`config.mk`:
```
export PLATFORM = sky130hd
export DESIGN_NAME = drum_spi_master
export DESIGN_NICKNAME = d
export VERILOG_FILES = /design/src/rtl/drum_spi_pkg.sv /design/src/rtl/sync_2ff.sv /design/src/rtl/drum_spi_master.sv
export SDC_FILE = /design/constraint.sdc
export NUM_CORES = 1
export LEC_CHECK = 0
export ABC_AREA = 1
export CORE_AREA = 2 2 60 104
export CTS_BUF_LIST = sky130_fd_sc_hd__clkbuf_2 sky130_fd_sc_hd__clkbuf_4 sky130_fd_sc_hd__clkbuf_8
export DETAILED_ROUTE_END_ITERATION = 8
export DIE_AREA = 0 0 62 106
export PLACE_DENSITY = 0.53
export SLEW_MARGIN = 20
export SYNTH_ARGS = -nofsm -noshare
export SYNTH_HDL_FRONTEND = slang
export SYNTH_HIERARCHICAL = 1
export SYNTH_SLANG_ARGS = --single-unit
```
`constraint.sdc`:
```
create_clock -name clk -period 4.3 [get_ports clk]
set_clock_uncertainty 0.15 [all_clocks]
set_input_delay 1.075 -clock clk [delete_from_list [all_inputs] [get_ports clk]]
set_output_delay 1.075 -clock clk [all_outputs]
set_load 0.005 [all_outputs]
```
`src/rtl/drum_spi_pkg.sv`:
```
// rtl/drum_spi_pkg.sv - shared types and constants for the drum-command SPI link
package drum_spi_pkg;
    localparam int FRAME_W     = 8;
    localparam int DRUM_CODE_W = 4;
    localparam int NUM_DRUMS   = 8;

    typedef enum logic [2:0] {IDLE, SETUP, SHIFT, ACK, GAP} spi_mst_state_t;
endpackage

```
`src/rtl/sync_2ff.sv`:
```
// rtl/sync_2ff.sv - multi-stage flip-flop synchroniser for a single asynchronous bit
module sync_2ff #(
    parameter int STAGES = 2
) (
    input  logic clk,
    input  logic reset,
    input  logic d_i,
    output logic q_o
);
    logic [STAGES-1:0] sync_q;

    always_ff @(posedge clk) begin
        if (reset) sync_q <= '0;
        else       sync_q <= {sync_q[STAGES-2:0], d_i};
    end

    assign q_o = sync_q[STAGES-1];
endmodule

```
`src/rtl/drum_spi_master.sv`:
```
// rtl/drum_spi_master.sv - SPI mode-0 master: polls done, reads one 8-bit frame, acks with load
module drum_spi_master import drum_spi_pkg::*; #(
    parameter int CLK_DIV     = 4,
    parameter int SYNC_STAGES = 2,
    parameter int ACK_TIMEOUT = 64
) (
    input  logic                   clk,
    input  logic                   reset,
    input  logic                   enable,
    input  logic                   done,
    input  logic                   sdi,
    output logic                   sck,
    output logic                   sdo,
    output logic                   load,
    output logic                   busy,
    output logic                   rx_valid,
    output logic [DRUM_CODE_W-1:0] rx_code,
    output logic                   rx_error,
    output logic                   ack_tmo
);
    localparam int DIV_W = $clog2(CLK_DIV);
    localparam int TMO_W = $clog2(ACK_TIMEOUT + 1);
    localparam logic [DIV_W-1:0] DIV_LAST = DIV_W'(CLK_DIV - 1);
    localparam logic [TMO_W-1:0] TMO_LAST = TMO_W'(ACK_TIMEOUT - 1);

    spi_mst_state_t         state_q, state_d;
    logic [DIV_W-1:0]       div_q, div_d;
    logic [2:0]             bit_q, bit_d;
    logic                   bits_done_q, bits_done_d;
    logic                   tail_q, tail_d;
    logic [FRAME_W-1:0]     shreg_q, shreg_d;
    logic [TMO_W-1:0]       tmr_q, tmr_d;
    logic                   sck_q, sck_d;
    logic                   load_q, load_d;
    logic                   rx_valid_q, rx_valid_d;
    logic [DRUM_CODE_W-1:0] rx_code_q, rx_code_d;
    logic                   rx_error_q, rx_error_d;
    logic                   ack_tmo_q, ack_tmo_d;
    logic                   done_s;
    logic                   div_last;

    sync_2ff #(.STAGES(SYNC_STAGES)) u_done_sync (
        .clk   (clk),
        .reset (reset),
        .d_i   (done),
        .q_o   (done_s)
    );

    assign div_last = (div_q == DIV_LAST);

    always_comb begin
        state_d     = state_q;
        div_d       = div_last ? '0 : div_q + DIV_W'(1);
        bit_d       = bit_q;
        bits_done_d = bits_done_q;
        tail_d      = tail_q;
        shreg_d     = shreg_q;
        tmr_d       = tmr_q;
        sck_d       = sck_q;
        load_d      = load_q;
        rx_valid_d  = 1'b0;
        rx_code_d   = rx_code_q;
        rx_error_d  = rx_error_q;
        ack_tmo_d   = 1'b0;
        case (state_q)
            IDLE: begin
                div_d       = '0;
                sck_d       = 1'b0;
                load_d      = 1'b0;
                bit_d       = '0;
                bits_done_d = 1'b0;
                tail_d      = 1'b0;
                if (enable && done_s) state_d = SETUP;
            end
            SETUP: begin
                if (div_last) begin
                    state_d = SHIFT;
                    sck_d   = 1'b1;
                    shreg_d = {shreg_q[FRAME_W-2:0], sdi};
                end
            end
            SHIFT: begin
                // Low phase after the 8th bit lasts two half-periods (tail) before ACK.
                if (div_last) begin
                    if (sck_q) begin
                        sck_d = 1'b0;
                        bit_d = bit_q + 3'd1;
                        if (bit_q == 3'd7) bits_done_d = 1'b1;
                    end else if (!bits_done_q) begin
                        sck_d   = 1'b1;
                        shreg_d = {shreg_q[FRAME_W-2:0], sdi};
                    end else if (!tail_q) begin
                        tail_d = 1'b1;
                    end else begin
                        state_d = ACK;
                        load_d  = 1'b1;
                        tmr_d   = '0;
                    end
                end
            end
            ACK: begin
                div_d = '0;
                if (!done_s) begin
                    load_d     = 1'b0;
                    rx_valid_d = 1'b1;
                    rx_code_d  = shreg_q[DRUM_CODE_W-1:0];
                    rx_error_d = |shreg_q[FRAME_W-1:DRUM_CODE_W];
                    state_d    = GAP;
                end else if (tmr_q >= TMO_LAST) begin
                    load_d    = 1'b0;
                    ack_tmo_d = 1'b1;
                    state_d   = GAP;
                end else begin
                    tmr_d = tmr_q + TMO_W'(1);
                end
            end
            GAP: begin
                if (div_last) state_d = IDLE;
            end
            default: state_d = IDLE;
        endcase
    end

    always_ff @(posedge clk) begin
        if (reset) begin
            state_q     <= IDLE;
            div_q       <= '0;
            bit_q       <= '0;
            bits_done_q <= 1'b0;
            tail_q      <= 1'b0;
            shreg_q     <= '0;
            tmr_q       <= '0;
            sck_q       <= 1'b0;
            load_q      <= 1'b0;
            rx_valid_q  <= 1'b0;
            rx_code_q   <= '0;
            rx_error_q  <= 1'b0;
            ack_tmo_q   <= 1'b0;
        end else begin
            state_q     <= state_d;
            div_q       <= div_d;
            bit_q       <= bit_d;
            bits_done_q <= bits_done_d;
            tail_q      <= tail_d;
            shreg_q     <= shreg_d;
            tmr_q       <= tmr_d;
            sck_q       <= sck_d;
            load_q      <= load_d;
            rx_valid_q  <= rx_valid_d;
            rx_code_q   <= rx_code_d;
            rx_error_q  <= rx_error_d;
            ack_tmo_q   <= ack_tmo_d;
        end
    end

    assign sck      = sck_q;
    assign sdo      = 1'b0;
    assign load     = load_q;
    assign busy     = (state_q != IDLE);
    assign rx_valid = rx_valid_q;
    assign rx_code  = rx_code_q;
    assign rx_error = rx_error_q;
    assign ack_tmo  = ack_tmo_q;
endmodule

```
==> metrics.yaml, run 1 <==
status:
  status: "finished clean"
final_layout:
  nFillCells: 627
  final-instance-count-excl-fill: 337
  diodes: 0
  final_nets: 267
  area_growth_pct: 18.9
  layout-drive-gt1-share_pct: 8.88
synthesis:
  ys_top_cells_by_area: "dfxtp_1 43%, nor2_1 13%, nand2_1 11%, inv_1 5.6%, o21ai_0 4.8%"
  ys_seq_elements: 36
  synth_area_per_cell_um2: 6.93
  ys_seq_area_share_pct: 43.1
  synth_most_common_cell: "nor2_1"
  netlist.area_leader.share_pct: 43.1
  yosys.cell_types.count: 23
  synth_edf_count: 0
  synthCells: 241
  synth_nets: 250
  synth_commonest_cells: "58 x nor2_1, 48 x nand2_1, 36 x dfxtp_1"
  synthesis.area_mm2: 0.00167
  synth-main-ff-cell: "dfxtp_1"
  synth_largest_area_cell: "dfxtp_1"
  yosysWarningCount: 6
  ys_async_sr_fraction_pct: 0
timing:
  maxSlewViolCount: 0
  finalSetupViolations: 0
  finalSetupTns_ns: 0
  tightest_slew_ns: 0.620
  post-route-min-period_ns: 2.79
  hold_viol_final: 0
  rsz0062_at_grt: "false"
  fmax_mhz: 359
  max_slew_margin_pct: 58.7
  fin_crit_sh_pct: 64.8
critical_path:
  worstPathCellList: "inv_1 -> nand2_1 -> clkdlybuf4s50_1"
  crit_fanout: 6
  arrival_ns: 1.56
  worst-endpoint-required_ns: 3.07
  cpPeakStageDelay_ns: 0.54
  cp-end-kind: "output pin"
  crit_slowest_cell: "clkdlybuf4s50_1"
  critPathKind: "reg -> out"
  start_kind: "flip-flop"
power_and_ir_drop:
  power_density_mw_per_mm2: 424
  max-vdd-ir-drop_uv: 256
  p_leak_nw: 0.842
floorplan:
  die-area_mm2: 0.00657
  std_cell_rows: 37
  core_mm2: 0.00579
  start_util_pct: 28.9
  dieHeight_um: 106
  die_x_um: 62
  ios: 16
routing:
  wire_per_inst_um: 10.8
  drc: 0
  antenna_left: 0
  wl_mm: 3.64
  vias: 1478
  drt_iter0_drc: 35
  vias_per_cell: 4.39
  firstDrtPassIters: 4
grt:
  track_usage_pct: 12.6
  grt.met1_usage_pct: 11.8
  use_met3_pct: 2.19
  use_met2_pct: 23.7
  antenna_found_initial: 0
  grt_pass1_wl_mm: 6.10
  grt_most_used_layer: "met2"
  gr-total-overflow: 0
  grt_max_degree: 24
  grt_pass1_vias: 1401
clock_network:
  path_clk_slew_ns: 0.07
  cts_setup_buffers: 0
  clkLatencyLatePin_ns: 0.29
  clock_sinks: 36
  cts-root-buf: "clkbuf_8"
  cts_max_level: 2
  cts.path.max_buffers: 2
  ctsResizeCount: 0
  ctsHoldBuffers: 0
  cts_buffers: 5
  cts_tree: "yes"
placed_design:
  io_buffers: 14
  numPlacedInstances: 329
  gp_congestion: 0.821
  dpl.hpwl_mm: 2.85
run:
  max_cap_viol_count: 0
min_path:
  min-delay-path-class: "reg -> reg"
==> area by class of cell <==
class | count | area, µm² | share of cell area [%]
Clock inverter | 1 | 7.51 | 0.378
Sequential cell | 36 | 721 | 36.3
Timing Repair Buffer | 14 | 140 | 7.06
Multi-Input combinational cell | 171 | 816 | 41.1
Tap cell | 78 | 97.6 | 4.91
Inverter | 30 | 114 | 5.73
Clock buffer | 7 | 90.1 | 4.54
==> cells by family (layout without fill, tap and decap cells) <==
kind of cell    Yosys count  count (layout)  synth area share (%)
compound gates           31              31                  10.3
fa+ha+maj                 4               4                  3.00
buf+inv                  34              52                  8.01
flops                    36              36                  43.1
other cells               1               1                 0.225
simple gates            135             135                  35.4
==> per-stage QoR <==
stage	util [%]	worst slack, ns	instance area, µm²	total power, mW	hold WS, ns
2_1_floorplan	-	2.40	1670	0.533	0.238
3_3_place_gp	32.6	1.45	1890	0.596	0.256
3_5_place_dp	32.6	1.39	1890	0.599	0.249
4_1_cts	34.3	1.48	1990	0.856	0.264
5_1_grt	34.3	1.38	1990	0.903	0.292
6_report	34.3	1.51	1990	0.841	0.260
==> cells in the final DEF (no fill, tap or decap) <==
| cell type | n |
|---|---|
| nor2_1 | 58 |
| nand2_1 | 48 |
| dfxtp_1 | 36 |
| inv_1 | 25 |
| o21ai_0 | 16 |
| clkdlybuf4s50_1 | 14 |
| a21oi_1 | 12 |
| nand3_1 | 11 |
| nand4_1 | 8 |
| clkbuf_8 | 6 |
| nand2_2 | 5 |
| inv_2 | 4 |
| ha_1 | 4 |
| o21ai_1 | 2 |
| nor2_4 | 1 |
| clkinv_2 | 1 |
| o31ai_4 | 1 |
| nand2_4 | 1 |
| nand3_4 | 1 |
| nor4_1 | 1 |
| nand3_2 | 1 |
| conb_1 | 1 |
| clkbuf_4 | 1 |
| clkinvlp_4 | 1 |
==> routing by layer <==
layer  share of wire [%]  wire length, µm
met1                  37             1330
met2                  58             2110
met3                 2.6               94
met4                 2.8              101
met5                   0                0
==> registers in the layout, summed over array words and instances (netlist names) <==
register and cells:
bit_q 3, rx_valid 1, ack_tmo 1, load 1, rx_code 4, div_q 2
shreg_q 8, tmr_q 7, tail_q 1, u_done_sync/sync_q 2, bits_done_q 1, state_q 3
rx_error 1, sck 1
==> report_power, final <==
part           internal, mW  leakage, nW  switching (mW)  total, mW
registers             0.358        0.291          0.0176      0.376
clock network         0.136       0.0479           0.117      0.254
logic                0.0796        0.503           0.132      0.212
total                 0.574        0.842           0.267      0.841
==> final timing paths <==
check,startpoint,endpoint,slack (ns),depth (start not counted)
max,state_q[0],busy,1.51,3
min,u_done_sync/sync_q[0],u_done_sync/sync_q[1],0.26,2
max reg2reg,tmr_q[0],tmr_q[2],2.61,10
min reg2reg,u_done_sync/sync_q[0],u_done_sync/sync_q[1],0.26,2
==> critical path, delay by kind of cell, from the launching register on <==
kind / cells / cell delay, ns
buffers and inverters: 2 / 0.68
and+or+nand+nor: 1 / 0.21
DFF: 1 / 0.39
Power figures use the tool's default switching activity.
==> inputs of run 2 (changes only) <==
==> constraint.sdc (replaced) <==
create_clock -name clk -period 2.7 [get_ports clk]
set_clock_uncertainty 0.15 [all_clocks]
set_input_delay 0.675 -clock clk [delete_from_list [all_inputs] [get_ports clk]]
set_output_delay 0.675 -clock clk [all_outputs]
set_load 0.005 [all_outputs]
==> run 2 against run 1 <==
Effect of this change: register-to-register slack got worse by 1.7 ns; non-clock buffer count is 1 higher; power is 58% higher; sequential share of layout area hardly changed; highest routed layer unchanged; critical path type unchanged; largest cell class unchanged.
==> metrics.yaml, run 2 (synthesized netlist as in run 1, its figures left out) <==
floorplan:
  core_mm2: 0.00579  # unchanged
  die_x_um: 62  # unchanged
  die-area_mm2: 0.00657  # unchanged
  start_util_pct: 28.9  # unchanged
  dieHeight_um: 106  # unchanged
  std_cell_rows: 37  # unchanged
  ios: 16  # unchanged
timing:
  max_slew_margin_pct: 60.3  # was 58.7%
  hold_viol_final: 0  # unchanged
  post-route-min-period_ns: 2.41
  finalSetupViolations: 0  # unchanged
  fmax_mhz: 415
  finalSetupTns_ns: 0  # unchanged
  tightest_slew_ns: 0.595  # was 0.620 ns
  rsz0062_at_grt: "false"  # unchanged
  fin_crit_sh_pct: 89.3
  setup_ws_ns: 0.288  # was 1.51 ns
  maxSlewViolCount: 0  # unchanged
placed_design:
  pre_cts_ws_ns: 0.551  # was 1.39 ns
  io_buffers: 14  # unchanged
  dpl.hpwl_mm: 2.71  # was 2.85 mm
  numPlacedInstances: 330  # was 329
  gp_congestion: 0.801  # was 0.821
min_path:
  min-delay-path-class: "reg -> reg"  # unchanged
critical_path:
  crit_fanout: 6  # unchanged
  start_kind: "flip-flop"  # unchanged
  worst-path-buf-inv: 2  # unchanged
  worst-endpoint-required_ns: 1.88  # was 3.07 ns
  crit_end: "busy"  # unchanged
  arrival_ns: 1.59  # was 1.56 ns
  timing.reg2reg.setup_slack_ns: 0.94  # was 2.61 ns
  crit_path_start: "state_q[0]"  # unchanged
  critPathKind: "reg -> out"  # unchanged
  worstPathCellList: "inv_1 -> nand2_1 -> clkdlybuf4s50_1"  # unchanged
  cpPeakStageDelay_ns: 0.53  # was 0.54 ns
  r2r_end: "state_q[0]"  # was tmr_q[2]
  r2r-start: "state_q[1]"  # was tmr_q[0]
  crit_cells: 3  # unchanged
  critical_path.top_delay_family: "buffers and inverters"  # unchanged
  crit_slowest_cell: "clkdlybuf4s50_1"  # unchanged
  reg2regPathDepth: 9  # was 10
  cp-end-kind: "output pin"  # unchanged
routing:
  firstDrtPassIters: 5  # was 4
  drc: 0  # unchanged
  wl_mm: 3.68  # was 3.64 mm
  vias: 1505  # was 1478
  antenna_left: 0  # unchanged
  drt_iter0_drc: 52  # was 35
  vias_per_cell: 4.45  # was 4.39
  wire_per_inst_um: 10.9  # was 10.8 µm
clock_network:
  cts_max_level: 2  # unchanged
  ctsHoldBuffers: 0  # unchanged
  cts_setup_buffers: 0  # unchanged
  clock_sinks: 36  # unchanged
  path_clk_slew_ns: 0.07  # about the same
  cts-root-buf: "clkbuf_8"  # unchanged
  clkLatencyLatePin_ns: 0.29  # about the same
  cts.path.max_buffers: 2  # unchanged
  cts_tree: "yes"  # unchanged
  cts_buffers: 5  # unchanged
  ctsResizeCount: 0  # unchanged
grt:
  grt_pass1_wl_mm: 6.38  # was 6.10 mm
  gr-total-overflow: 0  # unchanged
  track_usage_pct: 12.9  # was 12.6%
  grt_max_degree: 24  # unchanged
  antenna_found_initial: 0  # unchanged
  grt_pass1_vias: 1439  # was 1401
final_layout:
  post-route-util_pct: 34.3  # about the same
  final-instance-count-excl-fill: 338  # was 337
  top_register: "shreg_q"  # unchanged
  nFillCells: 636  # was 627
  multi_input_area_um2: 816  # unchanged
  layout-drive-gt1-share_pct: 9.23  # was 8.88%
  area_growth_pct: 18.7  # was 18.9%
  final_nets: 268  # was 267
  diodes: 0  # unchanged
  regArea_um2: 721  # unchanged
  most-common-layout-cells: "58 x nor2_1, 48 x nand2_1, 36 x dfxtp_1"  # unchanged
  final_common_cell: "nor2_1"  # unchanged
  largest_reg_flops: 8  # unchanged
power_and_ir_drop:
  max-vdd-ir-drop_uv: 224  # was 256 µV
  power_density_mw_per_mm2: 669  # was 424 mW/mm²
  total_power_mw: 1.33  # was 841 µW
  p_leak_nw: 0.847  # was 0.842 nW
status:
  status: "finished clean"  # unchanged
run:
  max_cap_viol_count: 0  # unchanged
-- run 2: cell types whose count changed in the layout (fill, tap and decap cells not counted) --
cell / previous run / this run
clkinv_2: 1 / 3
buf_4: 0 / 1
clkbuf_4: 1 / 0
clkinv_4: 0 / 1
clkinvlp_4: 1 / 0
clkbuf_8: 6 / 5
-- run 2: worst register-to-register path: cells and delay by family, from the launching register on --
family | cells | cell delay (ns)
buffers and inverters | 1 | 0.07
DFF | 1 | 0.38
and+or+nand+nor | 8 | 1.07
-- run 2: metrics by stage --
step / area [µm²] / hold WS (ns)
3_3_place_gp: 1900 / 0.258
5_1_grt: 1980 / 0.301
4_1_cts: 1980 / 0.280
2_1_floorplan: 1670 / 0.238
3_5_place_dp: 1900 / 0.270
6_report: 1980 / 0.277
-- run 2: per-layer routing --
layer / up-vias / part of all wire, % / GRT usage (%)
li1: 795 / - / -
met1: 671 / 41 / 14.5
met2: 30 / 53 / 22.1
met3: 9 / 3.1 / 2.55
met4: 0 / 2.5 / 6.23
met5: - / 0 / 0
-- run 2: how the worst min path moves through the flow --
stage	start	end	slack, ns	depth (start not counted)
finish	div_q[0]	div_q[0]	0.28	1
global route	div_q[0]	div_q[0]	0.30	1
CTS	div_q[0]	div_q[0]	0.28	1
detailed placement	div_q[0]	div_q[0]	0.27	1
global placement	div_q[0]	div_q[0]	0.26	1
floorplan	u_done_sync/sync_q[0]	u_done_sync/sync_q[1]	0.24	2
-- run 2: final cells by class --
type	instances	share of cell area (%)
clock buffer	5	3.47
clock inverter	3	0.946
inverter	30	5.74
multi-input combinational	171	41.1
sequential	36	36.3
tap	78	4.92
timing repair buffer	15	7.44
-- run 2: report_power, final --
part           switching, mW  total, mW  internal [mW]
Sequential            0.0304      0.601          0.570
Clock                  0.207      0.387          0.180
Combinational          0.210      0.338          0.128
Total                  0.448       1.33          0.878
